### src/rtl/window_addr_gen.sv
// Sliding-window tap address generator: walks every WIN x WIN window of a row-major
// image, origins stepping by STRIDE, and streams tap addresses over valid/ready.
module window_addr_gen #(
   parameter int IMG_W  = 50,
   parameter int IMG_H  = 50,
   parameter int WIN    = 3,
   parameter int STRIDE = 1,
   parameter int ADDR_W = 14
) (
   input  logic              clk,
   input  logic              rst_n,
   input  logic              start,
   output logic [ADDR_W-1:0] addr,
   output logic              addr_valid,
   input  logic              addr_ready,
   output logic              win_first,
   output logic              win_last,
   output logic              busy,
   output logic              frame_done
);

   localparam int TW = $clog2(WIN + 1);
   localparam int CW = $clog2(IMG_W + 1);
   localparam int RW = $clog2(IMG_H + 1);

   localparam logic [TW-1:0]     TX_LAST  = TW'(WIN - 1);
   localparam logic [CW-1:0]     LAST_C   = CW'(((IMG_W - WIN) / STRIDE) * STRIDE);
   localparam logic [RW-1:0]     LAST_R   = RW'(((IMG_H - WIN) / STRIDE) * STRIDE);
   localparam logic [CW-1:0]     STEP_C   = CW'(STRIDE);
   localparam logic [RW-1:0]     STEP_R   = RW'(STRIDE);
   localparam logic [ADDR_W-1:0] ROW_STEP = ADDR_W'(IMG_W - (WIN - 1));
   localparam logic [ADDR_W-1:0] COL_JUMP = ADDR_W'(STRIDE);
   localparam logic [ADDR_W-1:0] ROW_JUMP = ADDR_W'(STRIDE * IMG_W);

   typedef enum logic [0:0] {
      IDLE = 1'b0,
      RUN  = 1'b1
   } state_t;

   state_t            state_r;
   logic [TW-1:0]     tx_r, ty_r, tx_n_s, ty_n_s;
   logic [CW-1:0]     c_r, c_n_s;
   logic [RW-1:0]     r_r, r_n_s;
   logic [ADDR_W-1:0] addr_r, addr_n_s;
   logic [ADDR_W-1:0] org_r, org_n_s;
   logic [ADDR_W-1:0] row_base_r, row_base_n_s;
   logic              valid_r, first_r, last_r, busy_r, done_r;
   logic              final_s, first_n_s, last_n_s;

   // Next-tap datapath: +1 per tap, row step per window row, origin jumps per window.
   always_comb begin
      tx_n_s       = tx_r;
      ty_n_s       = ty_r;
      c_n_s        = c_r;
      r_n_s        = r_r;
      addr_n_s     = addr_r;
      org_n_s      = org_r;
      row_base_n_s = row_base_r;
      final_s      = 1'b0;
      if (tx_r != TX_LAST) begin
         tx_n_s   = tx_r + TW'(1);
         addr_n_s = addr_r + ADDR_W'(1);
      end else if (ty_r != TX_LAST) begin
         tx_n_s   = '0;
         ty_n_s   = ty_r + TW'(1);
         addr_n_s = addr_r + ROW_STEP;
      end else begin
         tx_n_s = '0;
         ty_n_s = '0;
         if (c_r != LAST_C) begin
            c_n_s    = c_r + STEP_C;
            org_n_s  = org_r + COL_JUMP;
            addr_n_s = org_r + COL_JUMP;
         end else if (r_r != LAST_R) begin
            c_n_s        = '0;
            r_n_s        = r_r + STEP_R;
            row_base_n_s = row_base_r + ROW_JUMP;
            org_n_s      = row_base_r + ROW_JUMP;
            addr_n_s     = row_base_r + ROW_JUMP;
         end else begin
            final_s = 1'b1;
         end
      end
      first_n_s = (tx_n_s == '0) && (ty_n_s == '0);
      last_n_s  = (tx_n_s == TX_LAST) && (ty_n_s == TX_LAST);
   end

   // Control FSM with registered stream outputs.
   always_ff @(posedge clk or negedge rst_n) begin
      if (!rst_n) begin
         state_r    <= IDLE;
         tx_r       <= '0;
         ty_r       <= '0;
         c_r        <= '0;
         r_r        <= '0;
         addr_r     <= '0;
         org_r      <= '0;
         row_base_r <= '0;
         valid_r    <= 1'b0;
         first_r    <= 1'b0;
         last_r     <= 1'b0;
         busy_r     <= 1'b0;
         done_r     <= 1'b0;
      end else begin
         case (state_r)
            IDLE: begin
               done_r <= 1'b0;
               if (start) begin
                  state_r    <= RUN;
                  tx_r       <= '0;
                  ty_r       <= '0;
                  c_r        <= '0;
                  r_r        <= '0;
                  addr_r     <= '0;
                  org_r      <= '0;
                  row_base_r <= '0;
                  valid_r    <= 1'b1;
                  first_r    <= 1'b1;
                  last_r     <= (WIN == 1);
                  busy_r     <= 1'b1;
               end else begin
                  state_r <= IDLE;
               end
            end
            RUN: begin
               done_r <= 1'b0;
               if (valid_r && addr_ready) begin
                  if (final_s) begin
                     state_r <= IDLE;
                     addr_r  <= '0;
                     valid_r <= 1'b0;
                     first_r <= 1'b0;
                     last_r  <= 1'b0;
                     busy_r  <= 1'b0;
                     done_r  <= 1'b1;
                  end else begin
                     tx_r       <= tx_n_s;
                     ty_r       <= ty_n_s;
                     c_r        <= c_n_s;
                     r_r        <= r_n_s;
                     addr_r     <= addr_n_s;
                     org_r      <= org_n_s;
                     row_base_r <= row_base_n_s;
                     first_r    <= first_n_s;
                     last_r     <= last_n_s;
                  end
               end else begin
                  state_r <= RUN;
               end
            end
            default: begin
               state_r <= IDLE;
               valid_r <= 1'b0;
               busy_r  <= 1'b0;
               done_r  <= 1'b0;
            end
         endcase
      end
   end

   assign addr       = addr_r;
   assign addr_valid = valid_r;
   assign win_first  = first_r;
   assign win_last   = last_r;
   assign busy       = busy_r;
   assign frame_done = done_r;

endmodule

### config.mk
export PLATFORM = sky130hd
export DESIGN_NAME = window_addr_gen
export DESIGN_NICKNAME = d
export VERILOG_FILES = /design/src/rtl/window_addr_gen.sv
export SDC_FILE = /design/constraint.sdc
export NUM_CORES = 1
export LEC_CHECK = 0
export ABC_CLOCK_PERIOD_IN_PS = 2900
export BUFFER_PORTS_ARGS = -buffer_cell sky130_fd_sc_hd__buf_2
export CORE_ASPECT_RATIO = 2
export CORE_MARGIN = 8
export CORE_UTILIZATION = 35
export DETAILED_ROUTE_END_ITERATION = 8
export GPL_TIMING_DRIVEN = 0
export RECOVER_POWER = 25
export REMOVE_ABC_BUFFERS = 1
export SYNTH_ARGS = -nofsm -noshare
export SYNTH_HDL_FRONTEND = slang
export SYNTH_SLANG_ARGS = --single-unit
### constraint.sdc
create_clock -name clk -period 2.9 [get_ports clk]
set_input_delay 0.435 -clock clk [delete_from_list [all_inputs] [get_ports clk]]
set_output_delay 0.435 -clock clk [all_outputs]
set_load 0.005 [all_outputs]
==> results of run 1 <==
==> routing by layer <==
layer / GRT usage [%] / vias to the layer above / share of wire [%]
li1: - / 1615 / -
met1: 14.7 / 1618 / 39
met2: 25.6 / 82 / 54
met3: 2.07 / 30 / 3.1
met4: 10.1 / 0 / 4.2
met5: 0 / - / 0
==> worst min-delay path, cell delays in order <==
cell	delay [ps]
buf_2	100
nor3_1	50
nor2_1	70
==> cells by family (layout without fill, tap and decap cells) <==
family	after synthesis	count (layout)	share of synthesized area [%]
xor gates and xnor gates	31	31	7.19
and+or+nand+nor	188	188	23.5
buffers and inverters	31	44	3.54
muxes	7	7	2.02
AOI/OAI and AO/OA	114	114	20.4
DFF	62	62	41.1
adders and majority gates	7	7	2.32
==> sequential cells by signal (all words and copies together), names as in the netlist, 2 cells and up <==
name	cells
addr	14
c_r	6
org_r	14
r_r	6
row_base_r	13
tx_r	2
ty_r	2
==> report_power, final <==
| group | total (mW) | switching [mW] | internal (mW) |
|---|---|---|---|
| clock network | 0.990 | 0.354 | 0.636 |
| logic | 0.730 | 0.411 | 0.320 |
| registers | 1.22 | 0.223 | 1.00 |
| total | 2.94 | 0.988 | 1.96 |
==> final cells by class <==
| cell class | instances | area, µm² | share of cell area, % |
|---|---|---|---|
| clock inverters | 1 | 5.00 | 0.117 |
| repair buffers | 23 | 121 | 2.85 |
| inverters | 7 | 26.3 | 0.617 |
| flip-flops and latches | 62 | 1550 | 36.4 |
| multi-input cells | 347 | 2110 | 49.6 |
| well taps | 137 | 171 | 4.02 |
| clock buffers | 13 | 270 | 6.34 |
==> path summary, 6_finish.rpt <==
path / endpoint / depth (start not counted) / startpoint / slack (ps)
worst min-delay path: win_first / 3 / start / 360
min in group asynchronous: r_r[3] / 1 / rst_n / 500
worst max register to register: addr[10] / 4 / state_r / 220
max in group asynchronous: state_r / 1 / rst_n / 1330
worst max-delay path: addr[10] / 4 / state_r / 220
worst min register to register: win_last / 2 / win_last / 480
==> placed cells by master (no fill, tap or decap), types with 3 or more instances in the layout <==
| cell type | instances |
|---|---|
| a21oi_1 | 13 |
| a221oi_1 | 4 |
| a22o_1 | 12 |
| a22oi_1 | 4 |
| and3_1 | 3 |
| buf_2 | 21 |
| clkbuf_16 | 9 |
| clkbuf_8 | 3 |
| dfrtp_1 | 61 |
| ha_1 | 7 |
| inv_1 | 7 |
| mux2i_1 | 5 |
| nand2_1 | 72 |
| nand2b_1 | 3 |
| nand3_1 | 24 |
| nand3b_1 | 3 |
| nand4_1 | 11 |
| nor2_1 | 33 |
| nor2b_1 | 3 |
| nor3_1 | 11 |
| nor4_1 | 4 |
| o21a_1 | 3 |
| o21ai_0 | 40 |
| o221ai_1 | 5 |
| o22ai_1 | 3 |
| o31ai_1 | 4 |
| or2_2 | 3 |
| or3_1 | 5 |
| xnor2_1 | 10 |
| xor2_1 | 21 |
==> what timing repair did <==
action | CTS | global route
endpoints found under the setup margin | 21 | 20
gates cloned | 0 | 0
resized for setup | 3 | 4
endpoints found under the hold margin | 0 | 0
==> summary.md, run 1 <==
| Metric | Value |
|---|---|
| Worst skew pair latency | `330 ps` |
| Core area | `0.0105 mm²` |
| First-pass DRT Iterations | `4` |
| Dpl hpwl | `7.17 mm` |
| RSZ-0062 raised after global routing | `false` |
| CTS Hold Bufs | `0` |
| Num CTS Buffers | `9` |
| Root buffer cell | `clkbuf_16` |
| Minimum clock period | `around 2700 ps` |
| CP cell instances | `nor2b_1 > nor2_1 > a22oi_1 > a21oi_2` |
| Htree depth | `3` |
| # nets final | `461` |
| Area leader, netlist | `dfrtp_1` |
| Die ar. | `0.0146 mm²` |
| Layout Utilization | `40.4%` |
| Chip Height | `~160 µm` |
| Clock transition at the registers of the reported paths | `roughly 50 ps` |
| Fin Hold WS | `about 360 ps` |
| Post-DRT Antenna Nets | `0` |
| Total GRT Usage | `14.4%` |
| Vias | `3,345` |
| WP data required | `3100 ps` |
| P_leak | `about 1.9 nW` |
| GPL Wtd Cong | `0.858` |
| Final worst slack | `around 220 ps` |
| Crit path DAT | `2880 ps` |
| Post-synth ARST share | `100%` |
| Routed vias/inst | `5.67` |
| Unique cell type count in the Yosys netlist | `just over 60` |
| Pwr Total | `2.94 mW` |
| Setup slack after placement | `-186 ps` |
| DRT iter0 DRCs | `between 200 and 250` |
| Top cells by area, synth | `dfrtp_1 (41%), nand2_1 (7.2%), o21ai_0 (5.3%)` |
| Top cell family by delay on the critical path | `simple AND/OR/NAND/NOR gates` |
| DRC viols | `0` |
| Ant diodes | `0` |
| Count of state elements after synthesis | `62` |
| DP Area | `0.00397 mm²` |
| Total gr overflow | `0` |
| Vias in the first global route | `3,384` |
| Slew margin rel. | `-8.36%` |
| Routed length per instance | `between 15 and 20 µm` |
| CP endpoint kind | `flip-flop` |
| Post-synthesis sequential area ratio | `41.1%` |
| Setup Skew | `between 5 and 6 ps` |
| Fin crit share | `between 90 and 100%` |
| Most used DFF post-synth | `dfrtp_1` |
| Placed cells | `576` |
| Worst Tran Pin Value | `1630 ps` |
| Fin area | `0.00426 mm²` |
| Most common library cells after synthesis | `nand2_1 (72), dfrtp_1 (62), o21ai_0 (40)` |
| Largest net degree at the start of global routing | `63` |
| Max-cap violations | `1` |
| Syn Area/Cell | `8.58 µm²` |
| Final setup vio count | `0` |
| Post-synth EDFFs | `0` |
| Synth warn | `0` |
| WP buf/inv | `0` |
| CP startpoint kind | `flip-flop` |
| CTS tree | `done` |
| Count leader, synth | `nand2_1` |
| Post-CTS Setup Inserts | `0` |
| Final wirelength | `a little under 10 mm` |
| Status | `finished with violations` |
| Fraction of layout cells with a size suffix above 1 | `11.9%` |
| Crit path largest cell delay | `~940 ps` |
| Initial Util | `35.8%` |
| Initial antenna violation count | `0` |
| Hold Violations, Final | `0` |
| Post-synth top area share | `41.1%` |
| First-pass GRT wire length | `16.4 mm` |
| Clk sinks | `62` |
| Syn Inst Count | `440` |
| Failing checks | `capacitance limit, slew limit` |
| Syn Std Cell Area | `0.00378 mm²` |
| Count of final max-slew check failures | `between 60 and 70` |
| P&R area growth vs syn | `12.8%` |
| Clock Tree Buf Depth | `2` |
| Port buffer count | `22` |
| Row count | `53` |
| Io pins | `23` |
| Fillers | `1,061` |
| WS Path Type | `flip-flop to flip-flop` |
| Hold crit path type | `input pin to flip-flop` |
| Max rail drop VDD | `~0.00033 V` |
| Final TNS setup | `0 ps` |
| Power density over the cells | `691 mW/mm²` |
| Slowest CP cell | `nor2b_1` |
| Crit Path Max Fanout | `21` |
| F_max | `0.373 GHz` |
| Final Non-Filler Cells | `590` |
| Die X | `89.5 µm` |
No activity file was read; power rests on OpenSTA's default activity.
==> run 2, diff against run 1 <==
--- a/config.mk
+++ b/config.mk
@@ -8,7 +8,7 @@
 export ABC_CLOCK_PERIOD_IN_PS = 2900
 export BUFFER_PORTS_ARGS = -buffer_cell sky130_fd_sc_hd__buf_2
 export CORE_ASPECT_RATIO = 2
-export CORE_MARGIN = 8
+export CORE_MARGIN = 1
 export CORE_UTILIZATION = 35
 export DETAILED_ROUTE_END_ITERATION = 8
 export GPL_TIMING_DRIVEN = 0
==> summary.md, run 2 (same netlist as run 1, synthesis figures left out) <==
| Metric | Value |
|---|---|
| Hold path depth | `3` |
| Io pins | `23` |
| Root buffer cell | `clkbuf_16` |
| Max-cap violations | `1` |
| GPL Wtd Cong | `around 0.85` |
| Most frequent cells in the layout | `nand2_1 (72), dfrtp_1 (61), o21ai_0 (40)` |
| Fin crit share | `90.6%` |
| Total gr overflow | `0` |
| DRT iter0 DRCs | `199` |
| Post-DRT Antenna Nets | `0` |
| Max rail drop VDD | `0.000342 V` |
| R2R cell count | `7` |
| Crit path largest cell delay | `560 ps` |
| Clock Tree Buf Depth | `2` |
| Final setup vio count | `0` |
| Status | `finished with violations` |
| Met1 Use GR | `19.9%` |
| DRC viols | `0` |
| Slew margin rel. | `-6.68%` |
| Reg2reg start | `c_r[0]` |
| Crit path DAT | `about 2800 ps` |
| Hold Path Origin | `start` |
| CTS tree | `done` |
| GR peak layer | `met2` |
| Placed cells | `576` |
| Post-CTS Setup Inserts | `0` |
| Vias in the first global route | `~3,300` |
| Met3 usage | `3.58%` |
| Setup Skew | `6.30 ps` |
| First-pass DRT Iterations | `4` |
| Hold Violations, Final | `0` |
| Port buffer count | `22` |
| Fin area | `approximately 0.0043 mm²` |
| Fin Hold WS | `between 300 and 400 ps` |
| Die X | `75.5 µm` |
| Hold crit path type | `input pin to flip-flop` |
| Row count | `between 50 and 60` |
| Met2 Use GR | `35.8%` |
| CP endpoint kind | `flip-flop` |
| Final Non-Filler Cells | `between 500 and 600` |
| CP startpoint kind | `flip-flop` |
| Chip Height | `149 µm` |
| Pwr Total | `between 2 and 3 mW` |
| Worst skew pair latency | `330 ps` |
| RSZ-0062 raised after global routing | `false` |
| Final wirelength | `9.87 mm` |
| Count of final max-slew check failures | `63` |
| Power density over the cells | `689 mW/mm²` |
| Htree depth | `3` |
| Routed length per instance | `16.7 µm` |
| CP cell instances | `ha_1 > nand4_1 > or2_1 > or3_4 > and2_1 > a21oi_1 > a32o_1` |
| WP data required | `3110 ps` |
| R2R setup slack | `270 ps` |
| Initial antenna violation count | `0` |
| Failing checks | `capacitance limit, slew limit` |
| Vias | `3,311` |
| Core area | `~0.010 mm²` |
| Clk sinks | `62` |
| P&R area growth vs syn | `12.7%` |
| F_max | `0.381 GHz` |
| Worst Tran Pin Value | `approximately 1600 ps` |
| DP Area | `0.00397 mm²` |
| Fraction of layout cells with a size suffix above 1 | `11.7%` |
| Commonest non-fill, non-tap cell in the layout | `nand2_1` |
| Critical path origin | `c_r[0]` |
| Crit Path Max Fanout | `17` |
| Minimum clock period | `2630 ps` |
| Worst flop-to-flop path endpoint | `ty_r[0]` |
| Total GRT Usage | `between 10% and 20%` |
| Dpl hpwl | `around 7.2 mm` |
| Ant diodes | `0` |
| Slowest CP cell | `or2_1` |
| Hold Path Sink | `win_first` |
| Initial Util | `~36%` |
| Largest net degree at the start of global routing | `63` |
| P_leak | `1.90 nW` |
| Die ar. | `0.0112 mm²` |
| Num CTS Buffers | `9` |
| # nets final | `461` |
| Clock transition at the registers of the reported paths | `50 ps` |
| First-pass GRT wire length | `16.4 mm` |
| WS Path Type | `flip-flop to flip-flop` |
| Final TNS setup | `0 ps` |
| Routed vias/inst | `between 5 and 6` |
run 2: changes by cell type in the layout (fill, tap and decap cells not counted), sizes merged:
cell / delta
clkbuf: +1
run 2: how the worst max path moves through the flow:
| stage | endpoint | cells past startpoint | slack, ps |
|---|---|---|---|
| finish | ty_r[0] | 7 | 270 |
| global route | ty_r[0] | 7 | 90 |
| floorplan | row_base_r[10] | 5 | 500 |
| CTS | org_r[12] | 5 | 50 |
| detailed placement | org_r[11] | 5 | -160 |
| global placement | row_base_r[11] | 4 | -450 |
run 2: cell type report:
type / instances / area (µm²)
timing repair buffer: 23 / 121
clock inverter: 1 / 5.00
multi-input combinational: 347 / 2110
clock buffer: 14 / 264
tap: 137 / 171
fill: 1104 / 6220
inverter: 7 / 26.3
sequential: 62 / 1550
run 2: per-stage QoR:
stage | setup WS, ps | util [%]
4_1_cts | 52.6 | 40.5
5_1_grt | 90.0 | 40.6
3_5_place_dp | -155 | 37.9
2_1_floorplan | 503 | -
3_3_place_gp | -454 | 37.7
6_report | 273 | 40.6
run 2: routing by layer:
| metal | vias up | part of all wire (%) | routed length (µm) |
|---|---|---|---|
| met5 | - | 0 | 0 |
| met4 | 0 | 3.5 | 344 |
| met3 | 25 | 2.4 | 236 |
| met2 | 73 | 56 | 5570 |
| met1 | 1602 | 38 | 3720 |
| li1 | 1611 | - | - |
run 2: report_power, final:
group          internal, mW  switching, mW  leakage (nW)
logic                 0.320          0.407         0.969
clock network         0.619          0.363         0.133
registers              1.00          0.222         0.800
total                  1.94          0.991          1.90
run 2: timing repair:
action                                  4_1_cts  5_1_grt
endpoints found under the setup margin       20       21
hold buffers                                  0        0
pin swaps                                     0        0
gates resized for setup                       3        4
hold endpoints to repair                      0        0
run 2: critical path, delay by kind of cell, from the launching register on:
kind            cells  cell delay, ps
fa+ha+maj           1             260
flops               1             410
compound gates      2             440
simple gates        4            1400
==> run 3, diff against run 2 <==
--- a/config.mk
+++ b/config.mk
@@ -6,7 +6,7 @@
 export NUM_CORES = 1
 export LEC_CHECK = 0
 export ABC_CLOCK_PERIOD_IN_PS = 2900
-export BUFFER_PORTS_ARGS = -buffer_cell sky130_fd_sc_hd__buf_2
+export BUFFER_PORTS_ARGS = -buffer_cell sky130_fd_sc_hd__buf_4
 export CORE_ASPECT_RATIO = 2
 export CORE_MARGIN = 1
 export CORE_UTILIZATION = 35
==> summary.md, run 3 (same netlist as run 1, synthesis figures left out) <==
| Metric | Value |
|---|---|
| Dpl hpwl | `7.10 mm` |
| P&R area growth vs syn | `14.5%` |
| Fraction of layout cells with a size suffix above 1 | `about an eighth` |
| First-pass DRT Iterations | `5` |
| Commonest non-fill, non-tap cell in the layout | `nand2_1` |
| Clk sinks | `62` |
| WS Path Type | `flip-flop to flip-flop` |
| Failing checks | `capacitance limit, slew limit` |
| Power density over the cells | `693 mW/mm²` |
| First-pass GRT wire length | `16.1 mm` |
| Final setup vio count | `0` |
| Io pins | `23` |
| Post-CTS Setup Inserts | `0` |
| Largest net degree at the start of global routing | `63` |
| Htree depth | `3` |
| Fin area | `roughly 0.0043 mm²` |
| Ant diodes | `0` |
| Hold crit path type | `input pin to flip-flop` |
| Initial Util | `36.1%` |
| Worst skew pair latency | `330 ps` |
| Crit path largest cell delay | `920 ps` |
| Total GRT Usage | `19.2%` |
| Chip Height | `149 µm` |
| Top cell family by delay on the critical path | `simple AND/OR/NAND/NOR gates` |
| Hold Violations, Final | `0` |
| Slew margin rel. | `-6.34%` |
| Max-cap violations | `1` |
| GPL Wtd Cong | `0.848` |
| Fin Hold WS | `approximately 350 ps` |
| Slowest CP cell | `nor2b_1` |
| Most frequent cells in the layout | `nand2_1 (72), dfrtp_1 (61), o21ai_0 (40)` |
| Core area | `0.0105 mm²` |
| Placed cells | `576` |
| Die X | `approximately 75 µm` |
| Routed vias/inst | `5.63` |
| DRT iter0 DRCs | `roughly 180` |
| Fin crit share | `90.4%` |
| Fillers | `approximately 1,100` |
| Vias | `between 3,000 and 4,000` |
| Vias in the first global route | `3,344` |
| Count of final max-slew check failures | `63` |
| Die ar. | `0.0112 mm²` |
| Final Non-Filler Cells | `592` |
| Clock transition at the registers of the reported paths | `50 ps` |
| Max rail drop VDD | `0.000321 V` |
| Crit path DAT | `2840 ps` |
| Worst Tran Pin Value | `1600 ps` |
| CP endpoint kind | `flip-flop` |
| Initial antenna violation count | `0` |
| CTS tree | `done` |
| CTS Hold Bufs | `0` |
| Final wirelength | `9.63 mm` |
| Num CTS Buffers | `9` |
| RSZ-0062 raised after global routing | `false` |
| Root buffer cell | `clkbuf_16` |
| Setup Skew | `4.50 ps` |
| Clock Tree Buf Depth | `2` |
| CP cell instances | `nor2b_1 > nand2_1 > o21ai_0 > o2bb2ai_1 > a22oi_1 > a21oi_2` |
| Crit Path Max Fanout | `16` |
| F_max | `0.381 GHz` |
| DRC viols | `0` |
| Final TNS setup | `0 ps` |
| Minimum clock period | `about 2600 ps` |
| Total gr overflow | `0` |
| WP data required | `about 3100 ps` |
| Post-DRT Antenna Nets | `0` |
| P_leak | `around 1.9 nW` |
| CP startpoint kind | `flip-flop` |
| DP Area | `0.00402 mm²` |
| Row count | `53` |
| # nets final | `461` |
| Pwr Total | `3.00 mW` |
| Status | `finished with violations` |
| Routed length per instance | `16.3 µm` |
| WP buf/inv | `0` |
| Port buffer count | `22` |
run 3: report_power, final:
| group | leakage [nW] | total [mW] | switching, mW | internal, mW |
|---|---|---|---|---|
| combinational | 0.979 | 0.759 | 0.396 | 0.363 |
| sequential | 0.800 | 1.22 | 0.223 | 1.00 |
| clock | 0.148 | 1.02 | 0.376 | 0.641 |
run 3: worst min-delay path, cell delays in order:
cell and delay [ps]:
buf_4 90, nor3_1 40, nor2_1 80
run 3: layout make-up:
type / count / area, µm² / area share (%)
multi-input combinational: 347 / 2110 / 48.9
sequential: 62 / 1550 / 35.9
clock buffer: 12 / 267 / 6.16
timing repair buffer: 23 / 174 / 4.02
tap: 137 / 171 / 3.96
inverter: 7 / 26.3 / 0.607
clock inverter: 4 / 20.0 / 0.463
run 3: metal layers:
metal / part of all wire (%) / global-route usage [%] / vias to the layer above
li1: - / - / 1613
met1: 38 / 19.3 / 1646
met2: 56 / 35.2 / 52
met3: 2.0 / 3.18 / 22
met4: 4.2 / 11.4 / 0
met5: 0 / 0 / -
run 3: final timing paths:
| check | depth (start not counted) | to | start | slack (ps) |
|---|---|---|---|---|
| worst max-delay path | 6 | addr[10] | tx_r[1] | 280 |
| worst min-delay path | 3 | win_first | start | 350 |
| worst max register to register | 6 | addr[10] | tx_r[1] | 280 |
| worst min register to register | 2 | org_r[13] | org_r[13] | 480 |
| max in group asynchronous | 1 | state_r | rst_n | 1390 |
| min in group asynchronous | 1 | r_r[3] | rst_n | 470 |
run 3: per-stage QoR:
step	setup slack (ps)	util (%)
2_1_floorplan	503	-
3_3_place_gp	-457	38.2
3_5_place_dp	-127	38.4
4_1_cts	102	41.2
5_1_grt	47.3	41.3
6_report	278	41.3
run 3: what timing repair did:
action,CTS,global route
cloned,0,0
endpoints found under the setup margin,20,24
resized for setup,3,4
